**src/rtl/id_hazard_ctrl_pkg.sv**
```systemverilog
// Shared types and constants for the ID-stage hazard controller.
package id_hazard_ctrl_pkg;

  typedef enum logic {
    S_RUN   = 1'b0,
    S_STALL = 1'b1
  } state_t;

  localparam logic [4:0] REG_ZERO = 5'd0;

  localparam logic [1:0] NEED_NONE = 2'd0;
  localparam logic [1:0] NEED_ONE  = 2'd1;
  localparam logic [1:0] NEED_TWO  = 2'd2;

endpackage

```
**src/rtl/id_hazard_ctrl_reg_match.sv**
```systemverilog
// Source/destination register comparator: hits when a used, nonzero source
// matches a destination that is actually being written.
module reg_match
  import id_hazard_ctrl_pkg::*;
(
  input  logic [4:0] src_i,
  input  logic       use_i,
  input  logic [4:0] dst_i,
  input  logic       wr_i,
  output logic       hit_o
);

  assign hit_o = wr_i & use_i & (src_i != REG_ZERO) & (src_i == dst_i);

endmodule

```
**src/rtl/id_hazard_ctrl.sv**
```systemverilog
// ID-stage hazard controller: RAW stalls against EXE/MEM writers, branch
// flushes from EXE, and saturating stall/flush statistics.
module id_hazard_ctrl
  import id_hazard_ctrl_pkg::*;
#(
  parameter bit          FORWARDING = 1'b1,
  parameter int unsigned CNT_W      = 16
) (
  input  logic             clk,
  input  logic             rst_n,
  input  logic [4:0]       id_rs,
  input  logic [4:0]       id_rt,
  input  logic             id_use_rs,
  input  logic             id_use_rt,
  input  logic             e_wreg,
  input  logic             e_m2reg,
  input  logic             e_regrt,
  input  logic [4:0]       e_rt,
  input  logic [4:0]       e_rd,
  input  logic             e_branch_taken,
  input  logic             m_wreg,
  input  logic [4:0]       m_dst,
  output logic             pc_we,
  output logic             if_id_we,
  output logic             if_id_flush,
  output logic             id_exe_bubble,
  output logic [CNT_W-1:0] stall_cnt,
  output logic [CNT_W-1:0] flush_cnt,
  output state_t           dbg_state_o,
  output logic             dbg_left_o
);

  localparam logic [CNT_W-1:0] CNT_MAX = {CNT_W{1'b1}};
  localparam logic [CNT_W-1:0] CNT_ONE = {{(CNT_W-1){1'b0}}, 1'b1};

  state_t           state_q, state_d;
  logic             left_q, left_d;
  logic [CNT_W-1:0] stall_cnt_q, stall_cnt_d;
  logic [CNT_W-1:0] flush_cnt_q, flush_cnt_d;
  logic             stall_inc, flush_inc;

  logic [4:0] e_dst;
  logic       e_rs_hit, e_rt_hit, m_rs_hit, m_rt_hit;
  logic       e_hit, m_hit;
  logic [1:0] need;

  assign e_dst = e_regrt ? e_rt : e_rd;

  reg_match u_e_rs (.src_i(id_rs), .use_i(id_use_rs), .dst_i(e_dst), .wr_i(e_wreg), .hit_o(e_rs_hit));
  reg_match u_e_rt (.src_i(id_rt), .use_i(id_use_rt), .dst_i(e_dst), .wr_i(e_wreg), .hit_o(e_rt_hit));
  reg_match u_m_rs (.src_i(id_rs), .use_i(id_use_rs), .dst_i(m_dst), .wr_i(m_wreg), .hit_o(m_rs_hit));
  reg_match u_m_rt (.src_i(id_rt), .use_i(id_use_rt), .dst_i(m_dst), .wr_i(m_wreg), .hit_o(m_rt_hit));

  assign e_hit = e_rs_hit | e_rt_hit;
  assign m_hit = m_rs_hit | m_rt_hit;

  // With forwarding only a load in EXE cannot be bypassed; without it an EXE
  // writer costs two cycles (until it reaches WB) and a MEM writer one.
  always_comb begin
    need = NEED_NONE;
    if (FORWARDING) begin
      if (e_m2reg && e_hit) need = NEED_ONE;
    end else begin
      if (e_hit)      need = NEED_TWO;
      else if (m_hit) need = NEED_ONE;
    end
  end

  always_comb begin
    state_d       = state_q;
    left_d        = left_q;
    pc_we         = 1'b1;
    if_id_we      = 1'b1;
    if_id_flush   = 1'b0;
    id_exe_bubble = 1'b0;
    stall_inc     = 1'b0;
    flush_inc     = 1'b0;
    if (e_branch_taken) begin
      // Wrong-path instruction in ID: any pending stall is dropped.
      if_id_flush   = 1'b1;
      id_exe_bubble = 1'b1;
      flush_inc     = 1'b1;
      state_d       = S_RUN;
      left_d        = 1'b0;
    end else begin
      case (state_q)
        S_RUN: begin
          if (need != NEED_NONE) begin
            pc_we         = 1'b0;
            if_id_we      = 1'b0;
            id_exe_bubble = 1'b1;
            stall_inc     = 1'b1;
            if (need == NEED_TWO) begin
              state_d = S_STALL;
              left_d  = 1'b1;
            end
          end
        end
        S_STALL: begin
          pc_we         = 1'b0;
          if_id_we      = 1'b0;
          id_exe_bubble = 1'b1;
          stall_inc     = 1'b1;
          state_d       = S_RUN;
          left_d        = 1'b0;
        end
        default: begin
          state_d = S_RUN;
          left_d  = 1'b0;
        end
      endcase
    end
  end

  always_comb begin
    stall_cnt_d = stall_cnt_q;
    flush_cnt_d = flush_cnt_q;
    if (stall_inc && (stall_cnt_q != CNT_MAX)) stall_cnt_d = stall_cnt_q + CNT_ONE;
    if (flush_inc && (flush_cnt_q != CNT_MAX)) flush_cnt_d = flush_cnt_q + CNT_ONE;
  end

  always_ff @(posedge clk or negedge rst_n) begin
    if (!rst_n) begin
      state_q     <= S_RUN;
      left_q      <= 1'b0;
      stall_cnt_q <= '0;
      flush_cnt_q <= '0;
    end else begin
      state_q     <= state_d;
      left_q      <= left_d;
      stall_cnt_q <= stall_cnt_d;
      flush_cnt_q <= flush_cnt_d;
    end
  end

  assign stall_cnt   = stall_cnt_q;
  assign flush_cnt   = flush_cnt_q;
  assign dbg_state_o = state_q;
  assign dbg_left_o  = left_q;

endmodule

```
**config.mk**
```make
export PLATFORM = sky130hd
export DESIGN_NAME = id_hazard_ctrl
export DESIGN_NICKNAME = d
export VERILOG_FILES = /design/src/rtl/id_hazard_ctrl_pkg.sv /design/src/rtl/id_hazard_ctrl_reg_match.sv /design/src/rtl/id_hazard_ctrl.sv
export SDC_FILE = /design/constraint.sdc
export NUM_CORES = 1
export LEC_CHECK = 0
export ABC_AREA = 1
export BUFFER_PORTS_ARGS = -buffer_cell sky130_fd_sc_hd__clkbuf_2
export CORE_ASPECT_RATIO = 0.7
export CORE_MARGIN = 10
export CORE_UTILIZATION = 40
export DETAILED_ROUTE_END_ITERATION = 7
export PLACE_DENSITY = 0.66
export RECOVER_POWER = 100
export SLEW_MARGIN = 10
export SYNTH_ARGS = -nofsm -noshare
export SYNTH_HDL_FRONTEND = slang
export SYNTH_SLANG_ARGS = --single-unit
```
**constraint.sdc**
```tcl
create_clock -name clk -period 3.25 [get_ports clk]
set_clock_uncertainty 0.05 [all_clocks]
set_input_delay 0.65 -clock clk [delete_from_list [all_inputs] [get_ports clk]]
set_output_delay 0.65 -clock clk [all_outputs]
set_load 0.005 [all_outputs]
```
==> out/results.tsv, run 1 <==
stage	metric	value	unit
sta	setup TNS	0	ns
setup_path	Setup crit end kind	output port	
power	IR drop worst, VDD	172	uV
sta	hold slack	0.459	ns
final_layout	Fill cells	551	
flow_run	max-cap viol count	1	
floorplan	I/O Pins	72	
placement	Placer Congestion	0.866	
global_route	initial antenna violation count	0	
cts	Setup Fix Bufs, Post-CTS	0	
sta	Slew headroom	-14.3	%
logic_synthesis	count leader, synth	nand2_1	
sta	Final Hold Fails	0	
logic_synthesis	area leader, netlist	dfrtp_1	
global_route	vias in the first global route	2015	
logic_synthesis	flops & latches, synth	32	
drt	vias	2038	
logic_synthesis	Synth Warn #	0	
final_layout	ant diodes	0	
sta	Slew @ Worst Pin	1.71	ns
power	P_leak	1.36	nW
logic_synthesis	Post-synth top cells	125 x nand2_1, 33 x inv_1, 32 x dfrtp_1, 28 x nor2_1, 24 x nand3_1	
sta	final setup fails	0	
drt	WL final	5520	um
cts	# resized after CTS	0	
drt	DRC	0	
setup_path	Worst Path Arrival	2.01	ns
floorplan	DIE AREA	8690	um2
logic_synthesis	cell count after synthesis	307	
drt	wire per inst	12.5	um
floorplan	Chip Height	81.0	um
cts	clock buffers created by TritonCTS	5	
cts	clk slew on worst S/H paths	0.07	ns
logic_synthesis	ys flop type	dfrtp_1	
drt	via/cell ratio	4.60	
setup_path	CP max FO	11	
cts	clk buf depth	2	
sta	crit path time final	2.71	ns
cts	CTS Hold Buffers Added	0	
outcome	violated checks	capacitance limit, slew limit	
outcome	status	finished with violations	
cts	# H-tree levels	2	
sta	Slew Viols, Final	33	
sta	RSZ-0062 raised after global routing	no	
drt	DR pass1 iterations	4	
placement	placed cell area	2480	um2
cts	Sink Count	32	
floorplan	core area	5200	um2
logic_synthesis	synth top area cells	dfrtp_1 38%, nand2_1 22%, xor2_1 7.0%, inv_1 5.8%, nand3_1 5.6%	
logic_synthesis	number of synthesized flops with an enable pin	0	
placement	IO buf count	63	
sta	period utilization	83.5	%
drt	detailed router's first-iteration violation count	75	
setup_path	Startpoint Class	input pin	
logic_synthesis	Synth cell types	21	
floorplan	Starting Density	40.9	%
floorplan	width of the die	107	um
logic_synthesis	synthesized area	2130	um2
setup_path	WP data required	2.55	ns
final_layout	final instance area	2530	um2
global_route	first-pass GRT wire length	9470	um
final_layout	Nets	407	
setup_path	WS Path Type	input pin to output port	
global_route	grt total ovfl	0	
drt	number of routed nets with antenna violations	0	
placement	dpl hpwl	4510	um
logic_synthesis	sequential share of the synthesized area	37.6	%
sta	Max Clock Freq	369	MHz
logic_synthesis	Yosys top cell area share	37.6	%
cts	Clk Latency, worst-skew pair	0.28	ns
cts	CTS root buffer	clkbuf_8	
cts	CTS tree	done	
global_route	pin count of the biggest net entering global routing	33	
worst_hold_path	min-delay worst type	register to register	
logic_synthesis	asr flop ratio synth	100	%
logic_synthesis	Mean Syn Cell Area	6.94	um2
final_layout	Layout area overhead	18.6	%
power	pwr dens	398	nW/um2
final_layout	ratio of cells with drive above 1 in the final layout	10.2	%
global_route	gr usage total	13.2	%
floorplan	Site Rows	22	
-- routing by layer --
layer | track usage (%) | up-vias | share of wire (%)
li1 | - | 1071 | -
met1 | 16.8 | 920 | 49
met2 | 21.4 | 42 | 45
met4 | 3.10 | 0 | 0.72
met5 | 0 | - | 0
met3 | 4.19 | 5 | 5.5
-- worst paths after layout --
path | startpoint | depth (start not counted) | slack, ns | to
worst max-delay path | e_regrt | 10 | 0.54 | if_id_we
worst min-delay path | flush_cnt[15] | 1 | 0.46 | flush_cnt[15]
worst max register to register | stall_cnt[0] | 7 | 1.31 | stall_cnt[13]
max in group asynchronous | rst_n | 1 | 1.39 | stall_cnt[3]
min in group asynchronous | rst_n | 1 | 0.76 | flush_cnt[14]
worst min register to register | flush_cnt[15] | 1 | 0.46 | flush_cnt[15]
-- kinds of logic (layout without fill, tap and decap cells) --
kind of cell | after synthesis | count (layout) | synth area share [%]
xor gates and xnor gates | 29 | 29 | 11.9
adders and majority gates | 2 | 2 | 1.17
buffers and inverters | 41 | 104 | 8.52
DFF | 32 | 32 | 37.6
other | 1 | 2 | 0.176
and+or+nand+nor | 202 | 202 | 40.6
-- sequential cells by signal (all words and copies together) (netlist names) --
name	count
flush_cnt	16
stall_cnt	16
-- area by class of cell --
cell class / instances / area, um2 / share of cell area [%]
Clock buffer: 7 / 96.3 / 3.81
Inverter: 34 / 128 / 5.05
Multi-Input combinational cell: 235 / 1140 / 45.0
Sequential cell: 32 / 801 / 31.7
Tap cell: 72 / 90.1 / 3.57
Timing Repair Buffer: 63 / 274 / 10.8
-- stage by stage --
stage,cells,power [mW],util (%),worst slack (ns)
floorplan,308,0.599,-,1.05
global placement,436,0.691,47.8,0.728
detailed placement,436,0.697,47.8,0.698
CTS,443,1.03,49.6,0.695
global route,443,1.08,48.6,0.354
finish,443,1.01,48.6,0.537
-- critical path, cell delays in order --
cell	delay [ns]
clkbuf_2	0.18
inv_1	0.28
nand2_1	0.12
nand3_1	0.10
nand2_1	0.05
nor2_1	0.10
nand3_1	0.08
nand2_1	0.10
nand3_1	0.17
clkbuf_2	0.17
-- power by group --
| part | internal [mW] | leakage [nW] | switching [mW] |
|---|---|---|---|
| clock network | 0.189 | 0.0503 | 0.142 |
| logic | 0.0811 | 0.874 | 0.102 |
| registers | 0.440 | 0.436 | 0.0521 |
| total | 0.710 | 1.36 | 0.295 |
-- placed cells by master, fill, tap and decap left out, types with 6 or more instances in the layout --
cell type / synthesis / layout
nand3b_1: 6 / 6
clkbuf_1: 0 / 33
xnor2_1: 12 / 12
nand2_1: 125 / 126
nor3_1: 7 / 7
nand3_1: 24 / 25
dfrtp_1: 32 / 32
nor2_1: 28 / 28
nand4_1: 6 / 7
xor2_1: 17 / 17
clkbuf_2: 0 / 30
clkbuf_8: 0 / 7
inv_1: 33 / 34
Power figures use the tool's default switching activity.
==> run 2, diff against run 1 <==
Settings changed: PLACE_DENSITY 0.66 to 0.68.
Clock period 3.25 ns to 2.32 ns, I/O delays scaled along.
==> out/results.tsv, run 2 (synthesized netlist as in run 1, its figures left out) <==
stage	metric	value	unit
floorplan	Site Rows	22	
floorplan	I/O Pins	72	
drt	detailed router's first-iteration violation count	86	
worst_hold_path	min-delay worst type	register to register	
final_layout	most common cell after layout, fill and taps aside	nand2_1	
outcome	violated checks	capacitance limit, slew limit	
drt	WL final	5590	um
setup_path	Worst R2R Start	stall_cnt[0]	
setup_path	WP data required	1.81	ns
sta	final setup fails	0	
setup_path	WS Path Type	input pin to output port	
sta	RSZ-0062 raised after global routing	no	
placement	Placer Congestion	0.812	
outcome	status	finished with violations	
drt	wire per inst	12.5	um
floorplan	core area	5200	um2
global_route	gr usage total	13.1	%
final_layout	ratio of cells with drive above 1 in the final layout	12.3	%
global_route	initial antenna violation count	0	
sta	crit path time final	2.13	ns
cts	Sink Count	32	
final_layout	ant diodes	0	
floorplan	DIE AREA	8690	um2
setup_path	Setup crit end kind	output port	
sta	Slew headroom	-12.6	%
drt	via/cell ratio	4.67	
cts	CTS root buffer	clkbuf_8	
sta	period utilization	92.0	%
global_route	vias in the first global route	2006	
setup_path	Worst Path Arrival	1.62	ns
power	Total Power	1.54	mW
worst_hold_path	HP Start	flush_cnt[15]	
placement	dpl hpwl	4470	um
sta	Max Clock Freq	469	MHz
floorplan	Chip Height	81.0	um
cts	# H-tree levels	2	
cts	clk buf depth	2	
cts	CTS Hold Buffers Added	0	
cts	CTS tree	done	
cts	clock buffers created by TritonCTS	5	
floorplan	Starting Density	40.9	%
setup_path	Startpoint Class	input pin	
power	P_leak	1.38	nW
final_layout	final instance area	2580	um2
power	IR drop worst, VDD	400	uV
global_route	first-pass GRT wire length	9370	um
cts	clk slew on worst S/H paths	0.07	ns
drt	vias	2084	
sta	Slew @ Worst Pin	1.69	ns
setup_path	CP max FO	11	
global_route	grt total ovfl	0	
final_layout	Nets	409	
placement	DP Worst Slack	0.157	ns
placement	IO buf count	63	
final_layout	Core Util, Final	49.6	%
drt	number of routed nets with antenna violations	0	
sta	Slew Viols, Final	33	
sta	final worst slack	0.186	ns
setup_path	CP Launch Point	e_regrt	
sta	Final Hold Fails	0	
drt	DRC	0	
placement	placed cell area	2500	um2
cts	# resized after CTS	0	
final_layout	commonest cells after routing, fill and taps aside	125 x nand2_1, 33 x inv_1, 32 x dfrtp_1, 32 x clkbuf_2, 31 x clkbuf_1	
flow_run	max-cap viol count	1	
sta	setup TNS	0	ns
final_layout	Layout area overhead	21.1	%
floorplan	width of the die	107	um
drt	DR pass1 iterations	4	
cts	Clk Latency, worst-skew pair	0.28	ns
final_layout	Fill cells	543	
cts	Setup Fix Bufs, Post-CTS	0	
power	pwr dens	596	nW/um2
global_route	pin count of the biggest net entering global routing	33	
[run 2: critical path, cell delays in order]
cell	delay, ns
clkbuf_2	0.19
inv_2	0.19
nand2_1	0.07
nand2_1	0.08
nand2_1	0.05
nand2_1	0.06
nand2_1	0.04
inv_1	0.04
nand3_1	0.08
nand2_2	0.11
nand3_2	0.10
clkbuf_2	0.13
[run 2: final cells by class]
type | count | area (um2) | area share (%)
Tap cell | 72 | 90.1 | 3.49
Clock inverter | 1 | 30.0 | 1.16
Timing Repair Buffer | 65 | 288 | 11.2
Sequential cell | 32 | 801 | 31.1
Clock buffer | 7 | 96.3 | 3.74
Inverter | 34 | 128 | 4.95
Multi-Input combinational cell | 235 | 1150 | 44.4
[run 2: report_power, final]
part           internal, mW  total (mW)  leakage [nW]  switching [mW]
clock network         0.379       0.588        0.0645           0.209
registers             0.617       0.689         0.436          0.0730
logic                 0.116       0.260         0.884           0.143
total                  1.11        1.54          1.38           0.425
[run 2: final timing paths]
check / endpoint / slack (ns) / cells past startpoint
worst min-delay path: flush_cnt[15] / 0.46 / 1
worst max register to register: stall_cnt[8] / 0.44 / 8
max in group asynchronous: flush_cnt[2] / 0.68 / 1
min in group asynchronous: flush_cnt[14] / 0.56 / 1
worst max-delay path: pc_we / 0.19 / 12
worst min register to register: flush_cnt[15] / 0.46 / 1
[run 2: layer usage]
layer	share of wire, %	vias up	wire, um	global-route usage (%)
met4	0.72	0	40	3.77
met2	45	48	2520	21.5
met1	47	954	2630	15.9
met5	0	-	0	0
met3	7.2	4	402	4.66
li1	-	1078	-	-
[run 2: per-stage QoR]
| step | cells | hold WS [ns] |
|---|---|---|
| floorplan | 308 | 0.118 |
| global placement | 438 | 0.437 |
| detailed placement | 438 | 0.452 |
| CTS | 446 | 0.235 |
| global route | 446 | 0.479 |
| finish | 446 | 0.462 |
==> run 3, diff against run 2 <==
Settings changed: CTS_BUF_LIST set to sky130_fd_sc_hd__clkbuf_4.
==> out/results.tsv, run 3 (synthesized netlist as in run 1, its figures left out) <==
stage	metric	value	unit
cts	# resized after CTS	0	
outcome	status	finished with violations	
cts	Clk Latency, worst-skew pair	0.32	ns
cts	clock buffers created by TritonCTS	5	
cts	Sink Count	32	
setup_path	WP data required	1.81	ns
flow_run	max-cap viol count	1	
final_layout	Fill cells	558	
floorplan	width of the die	107	um
final_layout	ant diodes	0	
sta	final setup fails	0	
drt	wire per inst	12.5	um
setup_path	WS Path Type	input pin to output port	
floorplan	Chip Height	81.0	um
worst_hold_path	min-delay worst type	register to register	
sta	setup TNS	0	ns
placement	placed cell area	2500	um2
global_route	gr usage total	12.9	%
setup_path	CP max FO	11	
final_layout	ratio of cells with drive above 1 in the final layout	11.8	%
final_layout	commonest cells after routing, fill and taps aside	125 x nand2_1, 33 x inv_1, 32 x dfrtp_1, 32 x clkbuf_2, 31 x clkbuf_1	
worst_hold_path	worst hold stages	1	
power	pwr dens	541	nW/um2
floorplan	DIE AREA	8690	um2
final_layout	final instance area	2530	um2
sta	Slew @ Worst Pin	1.71	ns
drt	DR pass1 iterations	4	
sta	RSZ-0062 raised after global routing	no	
setup_path	Worst Path Arrival	1.62	ns
final_layout	register area	801	um2
global_route	initial antenna violation count	0	
placement	Placer Congestion	0.812	
final_layout	multi-input logic area	1150	um2
floorplan	Starting Density	40.9	%
cts	CTS root buffer	clkbuf_4	
sta	Slew Viols, Final	33	
floorplan	Site Rows	22	
sta	Max Clock Freq	468	MHz
drt	DRC	0	
setup_path	R2R depth	8	
final_layout	Layout area overhead	18.7	%
cts	# H-tree levels	2	
cts	clk slew on worst S/H paths	0.10	ns
drt	number of routed nets with antenna violations	0	
sta	Slew headroom	-13.7	%
sta	period utilization	92.0	%
global_route	pin count of the biggest net entering global routing	33	
final_layout	Nets	409	
setup_path	Setup crit end kind	output port	
cts	CTS Hold Buffers Added	0	
sta	crit path time final	2.14	ns
final_layout	most common cell after layout, fill and taps aside	nand2_1	
placement	IO buf count	63	
outcome	violated checks	capacitance limit, slew limit	
sta	Final Hold Fails	0	
cts	CTS tree	done	
drt	WL final	5570	um
drt	vias	2092	
cts	Setup Fix Bufs, Post-CTS	0	
power	IR drop worst, VDD	366	uV
floorplan	core area	5200	um2
global_route	first-pass GRT wire length	9380	um
placement	dpl hpwl	4470	um
drt	via/cell ratio	4.69	
global_route	grt total ovfl	0	
power	P_leak	1.36	nW
cts	clk buf depth	2	
global_route	vias in the first global route	1997	
drt	detailed router's first-iteration violation count	79	
setup_path	Startpoint Class	input pin	
floorplan	I/O Pins	72	
-- run 3: changes by cell type in the layout (fill, tap and decap cells not counted) --
cell,delta
clkbuf_4,+5
clkbuf_8,-7
clkinv_1,+2
-- run 3: layout make-up --
class	count	share of cell area, %
clock buffers	5	1.49
clock inverters	3	1.49
inverters	34	5.05
multi-input cells	235	45.3
flip-flops and latches	32	31.7
well taps	72	3.56
repair buffers	65	11.4
-- run 3: metrics by stage --
stage	utilization (%)	worst slack [ns]	cells	total power [mW]	hold WS (ns)
5_1_grt	48.6	0.0520	446	1.45	0.487
2_1_floorplan	-	0.496	308	0.839	0.118
3_5_place_dp	48.1	0.157	438	0.980	0.452
6_report	48.6	0.185	446	1.37	0.467
3_3_place_gp	48.1	0.185	438	0.970	0.437
4_1_cts	49.5	0.159	446	1.40	0.184
-- run 3: where the power goes --
part	internal [mW]	switching [mW]	leakage [nW]
clock	0.220	0.199	0.0403
combinational	0.116	0.144	0.884
sequential	0.616	0.0731	0.436
total	0.952	0.415	1.36
-- run 3: critical path: stages --
cell	delay, ns
clkbuf_2	0.19
inv_2	0.19
nand2_1	0.07
nand2_1	0.08
nand2_1	0.05
nand2_1	0.06
nand2_1	0.04
inv_1	0.04
nand3_1	0.08
nand2_2	0.11
nand3_2	0.10
clkbuf_2	0.13
-- run 3: final timing paths --
check / startpoint / to / slack [ns]
worst max-delay path: e_regrt / pc_we / 0.18
worst max register to register: stall_cnt[0] / stall_cnt[8] / 0.44
min in group asynchronous: rst_n / flush_cnt[14] / 0.52
max in group asynchronous: rst_n / flush_cnt[2] / 0.71
worst min-delay path: flush_cnt[15] / flush_cnt[15] / 0.47
worst min register to register: flush_cnt[15] / flush_cnt[15] / 0.47
-- run 3: metal layers --
metal	track usage, %	part of all wire, %	vias to the layer above
li1	-	-	1082
met3	4.19	7.2	2
met2	21.2	45	51
met1	16.2	47	957
met5	0	0	-
met4	3.37	0.49	0
